`config.mk`:
```
export PLATFORM = sky130hd
export DESIGN_NAME = bullet_scheduler_flat
export DESIGN_NICKNAME = d
export VERILOG_FILES = /design/src/rtl/bullet_scheduler_if.sv /design/src/rtl/bullet_scheduler.sv /design/src/flat_wrapper.sv
export SDC_FILE = /design/constraint.sdc
export NUM_CORES = 1
export LEC_CHECK = 0
export BUFFER_PORTS_ARGS = -buffer_cell sky130_fd_sc_hd__buf_2
export CAP_MARGIN = 20
export CORE_MARGIN = 5
export CORE_UTILIZATION = 56
export DETAILED_ROUTE_END_ITERATION = 10
export PLACE_DENSITY = 0.89
export SETUP_SLACK_MARGIN = 0.1
export SLEW_MARGIN = 5
export SYNTH_ARGS = -nofsm -noshare
export SYNTH_HDL_FRONTEND = slang
export SYNTH_SLANG_ARGS = --single-unit
export TNS_END_PERCENT = 5
```
`constraint.sdc`:
```
create_clock -name frame_clk -period 3.63 [get_ports frame_clk]
set_input_delay 0.726 -clock frame_clk [delete_from_list [all_inputs] [get_ports frame_clk]]
set_output_delay 0.726 -clock frame_clk [all_outputs]
set_load 0.02 [all_outputs]
```
`src/rtl/bullet_scheduler_if.sv`:
```
// Bundle between keycode decode / bullet slot array and the bullet scheduler.
// Pulse semantics: fire_req is a level request. Every other strobe is a
// single-cycle pulse with no backpressure: slot_done, launch and grant. A slot
// acts on launch[i] in the cycle it is high, and slot_done[i] reports one
// death per pulse. dbg_state exposes both player FSMs as {p2_state, p1_state}.
interface bullet_scheduler_if #(parameter int NUM_SLOTS = 4);
  logic [1:0]             fire_req;
  logic [1:0]             dir_p1;
  logic [1:0]             dir_p2;
  logic [NUM_SLOTS-1:0]   slot_done;
  logic [NUM_SLOTS-1:0]   launch;
  logic [2*NUM_SLOTS-1:0] launch_dir;
  logic [NUM_SLOTS-1:0]   slot_busy;
  logic [NUM_SLOTS-1:0]   slot_owner;
  logic [1:0]             grant;
  logic [3:0]             active_p1;
  logic [3:0]             active_p2;
  logic [3:0]             dbg_state;

  modport master (
    output fire_req, dir_p1, dir_p2, slot_done,
    input  launch, launch_dir, slot_busy, slot_owner, grant,
           active_p1, active_p2, dbg_state
  );

  modport slave (
    input  fire_req, dir_p1, dir_p2, slot_done,
    output launch, launch_dir, slot_busy, slot_owner, grant,
           active_p1, active_p2, dbg_state
  );
endinterface

```
`src/rtl/bullet_scheduler.sv`:
```
// Shares a pool of bullet slots between two players. It edge-detects the
// fire requests, enforces a per-player live-bullet cap and a refire
// cooldown, arbitrates round-robin and allocates the lowest free slot.
module bullet_scheduler #(
  parameter int NUM_SLOTS      = 4,
  parameter int MAX_PER_PLAYER = 2,
  parameter int COOLDOWN       = 8
) (
  input logic               frame_clk,
  input logic               Reset_n,
  bullet_scheduler_if.slave bus
);

  localparam logic [1:0] ST_READY = 2'd0;
  localparam logic [1:0] ST_ARMED = 2'd1;
  localparam logic [1:0] ST_COOL  = 2'd2;

  logic [1:0]             state_q [2];
  logic [7:0]             cd_q    [2];
  logic [3:0]             active_q[2];
  logic [1:0]             fire_prev_q;
  logic                   rr_q;
  logic [NUM_SLOTS-1:0]   launch_q;
  logic [1:0]             grant_q;
  logic [NUM_SLOTS-1:0]   busy_q;
  logic [NUM_SLOTS-1:0]   owner_q;
  logic [2*NUM_SLOTS-1:0] dir_q;

  logic [1:0]           rise;
  logic [1:0]           elig;
  logic [1:0]           win;
  logic                 gnt_any;
  logic                 any_free;
  logic [NUM_SLOTS-1:0] alloc_oh;
  logic [NUM_SLOTS-1:0] done_eff;
  logic [3:0]           dec[2];
  logic [3:0]           active_nxt[2];

  assign rise     = bus.fire_req & ~fire_prev_q;
  // A done pulse on an idle slot carries no information and is dropped.
  assign done_eff = bus.slot_done & busy_q;

  // Lowest-index free slot, judged on the pre-edge busy vector so a slot
  // freed this cycle is never handed out in the same cycle.
  always_comb begin
    alloc_oh = '0;
    any_free = 1'b0;
    for (int i = 0; i < NUM_SLOTS; i++) begin
      if (!any_free && !busy_q[i]) begin
        any_free    = 1'b1;
        alloc_oh[i] = 1'b1;
      end
    end
  end

  // Eligibility and round-robin pick: rr_q = 0 favours P1, rr_q = 1 favours P2.
  always_comb begin
    for (int p = 0; p < 2; p++) begin
      elig[p] = (state_q[p] == ST_ARMED) && bus.fire_req[p] &&
                (active_q[p] < 4'(MAX_PER_PLAYER)) && any_free;
    end
    if (elig == 2'b11) win = rr_q ? 2'b10 : 2'b01;
    else               win = elig;
    gnt_any = |win;
  end

  // Next live-bullet counts: +1 on a launch, -1 per retiring slot owned.
  always_comb begin
    for (int p = 0; p < 2; p++) begin
      dec[p] = '0;
      for (int i = 0; i < NUM_SLOTS; i++) begin
        if (done_eff[i] && (owner_q[i] == p[0])) dec[p] = dec[p] + 4'd1;
      end
      active_nxt[p] = active_q[p] + {3'b000, win[p]} - dec[p];
    end
  end

  // Slot pool, counters, arbitration pointer and both player FSMs.
  always_ff @(posedge frame_clk) begin
    if (!Reset_n) begin
      fire_prev_q <= '0;
      rr_q        <= 1'b0;
      launch_q    <= '0;
      grant_q     <= '0;
      busy_q      <= '0;
      owner_q     <= '0;
      dir_q       <= '0;
      for (int p = 0; p < 2; p++) begin
        state_q[p]  <= ST_READY;
        cd_q[p]     <= '0;
        active_q[p] <= '0;
      end
    end else begin
      fire_prev_q <= bus.fire_req;
      launch_q    <= gnt_any ? alloc_oh : '0;
      grant_q     <= win;
      busy_q      <= (busy_q & ~done_eff) | (gnt_any ? alloc_oh : '0);
      for (int i = 0; i < NUM_SLOTS; i++) begin
        if (gnt_any && alloc_oh[i]) begin
          owner_q[i]      <= win[1];
          dir_q[2*i +: 2] <= win[1] ? bus.dir_p2 : bus.dir_p1;
        end
      end
      // Contested grant: the pointer moves to the loser.
      if (elig == 2'b11) rr_q <= ~rr_q;
      for (int p = 0; p < 2; p++) begin
        active_q[p] <= active_nxt[p];
        case (state_q[p])
          ST_READY: if (rise[p]) state_q[p] <= ST_ARMED;
          ST_ARMED: begin
            if (!bus.fire_req[p]) begin
              state_q[p] <= ST_READY;
            end else if (win[p]) begin
              state_q[p] <= ST_COOL;
              cd_q[p]    <= 8'(COOLDOWN);
            end
          end
          ST_COOL: begin
            if (cd_q[p] <= 8'd1) begin
              state_q[p] <= ST_READY;
              cd_q[p]    <= '0;
            end else begin
              cd_q[p] <= cd_q[p] - 8'd1;
            end
          end
          default: state_q[p] <= ST_READY;
        endcase
      end
    end
  end

  assign bus.launch     = launch_q;
  assign bus.grant      = grant_q;
  assign bus.slot_busy  = busy_q;
  assign bus.slot_owner = owner_q;
  assign bus.launch_dir = dir_q;
  assign bus.active_p1  = active_q[0];
  assign bus.active_p2  = active_q[1];
  assign bus.dbg_state  = {state_q[1], state_q[0]};

endmodule

```
`src/flat_wrapper.sv`:
```
// flat-port wrapper written by rule: the top's interface ports become plain ports
module bullet_scheduler_flat 
#(
  parameter int NUM_SLOTS      = 4,
  parameter int MAX_PER_PLAYER = 2,
  parameter int COOLDOWN       = 8
)
  (frame_clk, Reset_n, bus_fire_req, bus_dir_p1, bus_dir_p2, bus_slot_done, bus_launch, bus_launch_dir, bus_slot_busy, bus_slot_owner, bus_grant, bus_active_p1, bus_active_p2, bus_dbg_state);
  bullet_scheduler_if #(.NUM_SLOTS(NUM_SLOTS)) bus_i ();
  input logic frame_clk;
  input logic Reset_n;
  input wire logic [$bits(bus_i.fire_req)-1:0] bus_fire_req;
  input wire logic [$bits(bus_i.dir_p1)-1:0] bus_dir_p1;
  input wire logic [$bits(bus_i.dir_p2)-1:0] bus_dir_p2;
  input wire logic [$bits(bus_i.slot_done)-1:0] bus_slot_done;
  output wire logic [$bits(bus_i.launch)-1:0] bus_launch;
  output wire logic [$bits(bus_i.launch_dir)-1:0] bus_launch_dir;
  output wire logic [$bits(bus_i.slot_busy)-1:0] bus_slot_busy;
  output wire logic [$bits(bus_i.slot_owner)-1:0] bus_slot_owner;
  output wire logic [$bits(bus_i.grant)-1:0] bus_grant;
  output wire logic [$bits(bus_i.active_p1)-1:0] bus_active_p1;
  output wire logic [$bits(bus_i.active_p2)-1:0] bus_active_p2;
  output wire logic [$bits(bus_i.dbg_state)-1:0] bus_dbg_state;
  assign bus_i.fire_req = bus_fire_req;
  assign bus_i.dir_p1 = bus_dir_p1;
  assign bus_i.dir_p2 = bus_dir_p2;
  assign bus_i.slot_done = bus_slot_done;
  assign bus_launch = bus_i.launch;
  assign bus_launch_dir = bus_i.launch_dir;
  assign bus_slot_busy = bus_i.slot_busy;
  assign bus_slot_owner = bus_i.slot_owner;
  assign bus_grant = bus_i.grant;
  assign bus_active_p1 = bus_i.active_p1;
  assign bus_active_p2 = bus_i.active_p2;
  assign bus_dbg_state = bus_i.dbg_state;
  bullet_scheduler #(.NUM_SLOTS(NUM_SLOTS), .MAX_PER_PLAYER(MAX_PER_PLAYER), .COOLDOWN(COOLDOWN)) u_core (.frame_clk(frame_clk), .Reset_n(Reset_n), .bus(bus_i));
endmodule
```
======== After elaboration in Yosys (flattened, before gate mapping) ========
Memories as Yosys holds them, arrays and structs flattened.
Cells that the tools add are included.
W data, S select, Z words.
cells by class
  muxes and demuxes ....................... 87
  add/subtract/negate cells ............... 12
  bitwise operators ....................... 29
  magnitude comparators ................... 4
  reductions and logical operators ........ 31
  equal/unequal tests ..................... 5
operator list
  kind                   number
  $mux W1                59
  $mux W8                6
  $mux W4                9
  $mux W2                13
  $logic_and A1 B1 Y1    21
  $or A1 B1 Y1           18
  $add A4 B1 Y4 const B  4
  $le A8 B1 Y1 const B   2
  $sub A8 B1 Y8 const B  2
  $add A4 B1 Y4          2
  $and A4 B4 Y4          2
  $lt A4 B2 Y1 const B   2
  $sub A4 B4 Y4          2
  $eq A2 B2 Y1 const B   3
  $reduce_or A3 Y1       2
  $logic_not A1 Y1       5
  $not A1 Y1             5
  $add A1 B1 Y2 const B  2
  $eq A2 B1 Y1 const B   2
  $logic_not A2 Y1       2
  $not A4 Y4             1
  $or A4 B4 Y4           1
  $and A2 B2 Y2          1
  $not A2 Y2             1
  $reduce_or A2 Y1       1
word-level totals
  memories kept ........................... 3
  flip-flop bits (word level) ............. 25
  word-level logic and storage cells ...... 184
  output and inout port bits .............. 34
  memory bits (writable) .................. 28
memory list
  name             words  bits a word  read ports  clocked after memory_dff  wr ports  line                    text
  u_core.cd_q      2      8            2           0                         2         bullet_scheduler.sv:19  logic [7:0] cd_q [2];
  u_core.active_q  2      4            2           0                         2         bullet_scheduler.sv:20  logic [3:0] active_q[2];
  u_core.state_q   2      2            2           0                         2         bullet_scheduler.sv:18  logic [1:0] state_q [2];

======== Longest topological paths before layout ========
  depth in word-level cells ............... 20
  depth in mapped cells ................... 14
  mapped depth without buffers ............ 14

======== Worst setup path before layout ========
OpenSTA, ideal clock, no wires.
  kind .................................... input-to-reg
  start point ............................. in bus_slot_done[1]
  end point ............................... mem u_core.active_q[0][3]
  arrival time ............................ 3.010 ns
  path slack .............................. 0.493 ns
  stages on the path ...................... 12
  library setup time ...................... 0.128 ns
  path through ............................ nand2_1 or2_2 ha_1 xnor2_1 ha_1 mux2i_1 ha_1 ha_1 a21o_1 a21oi_1 xnor2_1 nor2_1
RTL lines
  element             line                    text
  start: declaration  flat_wrapper.sv:15      input wire logic [$bits(bus_i.slot_done)-1:0] bus_slot_done;
  end: declaration    bullet_scheduler.sv:20

==> results.cfg <==
[yosys]
yosysWarnings = 0
avgSynthCellArea_sq_um = 9.73
ys_ff_latch = 53
synth_top_area_cell = dfxtp_1
synth_edf_count = 19
synth_ff_type = dfxtp_1
synth_cell_types = 42
async_reset_ff_share_pct = 0
syn_inst = 286
synth_nets = 322
synth_top_area_share_pct = 24.4
synth.yosys.seq_area_share_pct = 44.9
synth_area_sq_mm = 0.00278
synth_area_leaders = dfxtp_1 (24%), edfxtp_1 (20%), ha_1 (9.9%), nor2_1 (4.7%), xnor2_1 (4.1%)

[clock_network]
cts_buffers = 5
ctsHoldBuffers = 0
cts_root_buf = clkbuf_8
clk_latency_ns = 0.31
postCtsSetupBuffers = 0
h-tree-depth = 2
clockBufferDepth = 2
cts.clk_slew.worst_paths_ns = 0.09
cts_num_sinks = 53
cts_tree = built
cts-resized-gates = 0

[setup_path]
cp-endpoint = u_core.active_q[0][3]
r2r_start = u_core.bus.slot_busy[1]
startpoint = bus_slot_done[1]
arrival_ns = 3.29
worstSetupPathType = input port to flip-flop
crit_required_ns = 3.81
critPathMaxFanout = 3
rr_endpoint = u_core.active_q[0][3]
start_kind = input port
reg2regPathDepth = 12
critPathCaptureType = flip-flop
r2r_slack_ns = 0.55

[routing]
vias = 2165
wire_per_inst_microns = 13.9
ant_nets = 0
viasPerCell = 5.41
routed_wl_microns = 5570
drc = 0
dr.first_iter.drc_count = 84
dr.pass1.iters = 4

[global_route]
grtUsageMet2_pct = 32.5
grt_pass1_vias = 2122
grt-ovfl-total = 0
use_met1_pct = 22.4
grt_pass1_wl_microns = 9350
grt_usage_pct = 18.4
grtUsageMet3_pct = 4.48
antenna_found_initial = 0
grt_most_used_layer = met2
grt_start_max_net_pins = 27

[pwr]
power.density_mw_per_mm2 = 486
peakVddDrop_uv = 225
p_leak_uw = 0.00143

[place]
post-dp-hpwl_microns = 4290
gp_congestion = 0.819
pre_cts_ws_ns = 0.160
numPortBuffers = 45

[min_path]
hold_class = flip-flop to flip-flop

[floorplan]
start_util_pct = 58.2
die_area_sq_mm = 0.00648
io_pins = 46
die_w_microns = 80.5
core_sq_mm = 0.00479
die_h_microns = 80.5
num_rows = 25

[sta]
period_needed_ns = 3.11
fin_setup_tns_ns = 0
relSlewSlack_pct = 56.7
tightest_slew_ns = 0.649
finalWorstSetupSlack_ns = 0.516
fmax_mhz = 321
finalSetupViolations = 0
rsz0062_at_grt = no
hold_violations = 0
finClkSkew_ns = 0.00509
drv_slew = 0
post-route-period-util_pct = 85.8

[cells_and_area]
insertedDiodeCount = 0
fillerInstances = 364
syn_to_final_growth_pct = 14.1
final_common_cell = buf_2
drive_gt1_share_pct = 18.9
layout_common_cells = buf_2 (45), nor2_1 (35), dfxtp_1 (34)
final_net_count = 368

[outcome]
status = completed

[flow_run]
maxCapViolations = 0
[cells by family (layout without fill, tap and decap cells)]
group / after synthesis / after routing / synth area share [%]
and+or+nand+nor: 105 / 105 / 19.6
DFF: 53 / 53 / 44.9
AOI/OAI and AO/OA: 44 / 44 / 10.2
buffers and inverters: 31 / 78 / 4.45
adders and majority gates: 24 / 24 / 11.3
xor gates and xnor gates: 22 / 22 / 6.92
muxes: 7 / 7 / 2.52
[metal layers]
| layer | vias to the layer above | wire, microns |
|---|---|---|
| met5 | - | 0 |
| met4 | 0 | 48 |
| met3 | 6 | 261 |
| met2 | 51 | 2800 |
| met1 | 1031 | 2450 |
| li1 | 1077 | - |
[cell usage after synthesis (5+ instances only)]
cell / number
nor2_1: 35
dfxtp_1: 34
inv_1: 24
ha_1: 22
edfxtp_1: 19
a21oi_1: 18
nand2_1: 14
xnor2_1: 13
and2_1: 12
o21ai_0: 10
xor2_1: 9
nand2b_1: 8
mux2i_1: 7
nand3_1: 7
clkbuf_1: 5
[how the worst min path moves through the flow]
stage / from / to / cells past startpoint
after floorplan: u_core.rr_q / u_core.rr_q / 2
after global placement: u_core.rr_q / u_core.rr_q / 2
after detailed placement: u_core.bus.launch_dir[7] / u_core.bus.launch_dir[7] / 2
after CTS: u_core.rr_q / u_core.rr_q / 2
after global routing: u_core.bus.launch_dir[7] / u_core.bus.launch_dir[7] / 2
final: u_core.rr_q / u_core.rr_q / 2
[flip-flops by register name, summed over array words and instances, names as in the netlist]
signal / count
u_core.fire_prev_q: 2
u_core.bus.launch: 4
u_core.bus.grant: 2
u_core.bus.slot_busy: 4
u_core.state_q: 4
u_core.bus.launch_dir: 8
u_core.cd_q: 16
u_core.rr_q: 1
u_core.active_q: 8
u_core.bus.slot_owner: 4
[worst max-delay path, cell delays in order]
cell and delay [ns]:
buf_2 0.10, nand2_1 0.04, or2_2 0.29, ha_1 0.31, xnor2_1 0.25, ha_1 0.27, mux2i_1 0.17, ha_1 0.30
ha_1 0.31, a21o_1 0.18, a21oi_1 0.17, xnor2_1 0.13, nor2_1 0.05
[final cells by class]
class / count / area (sq um) / share of cell area [%]
repair buffers: 46 / 233 / 7.33
flip-flops and latches: 53 / 1250 / 39.4
well taps: 67 / 83.8 / 2.64
clock inverters: 2 / 15.0 / 0.473
multi-input cells: 202 / 1410 / 44.4
inverters: 24 / 90.1 / 2.84
clock buffers: 6 / 93.8 / 2.96
[through the flow]
step	hold WS (ns)	instance area, sq um	utilization, %	cells	power, uW
floorplan	0.483	2780	-	286	1070
global placement	0.494	3070	64.1	392	1160
detailed placement	0.519	3070	64.1	392	1180
CTS	0.529	3180	66.4	400	1550
global route	0.553	3180	66.4	400	1640
finish	0.525	3180	66.4	400	1540
[power breakdown]
part | switching, uW | internal, uW | total, uW
Sequential | 64.7 | 699 | 764
Combinational | 234 | 169 | 403
Clock | 197 | 179 | 376
Total | 495 | 1050 | 1540
No activity file was read; power rests on OpenSTA's default activity.
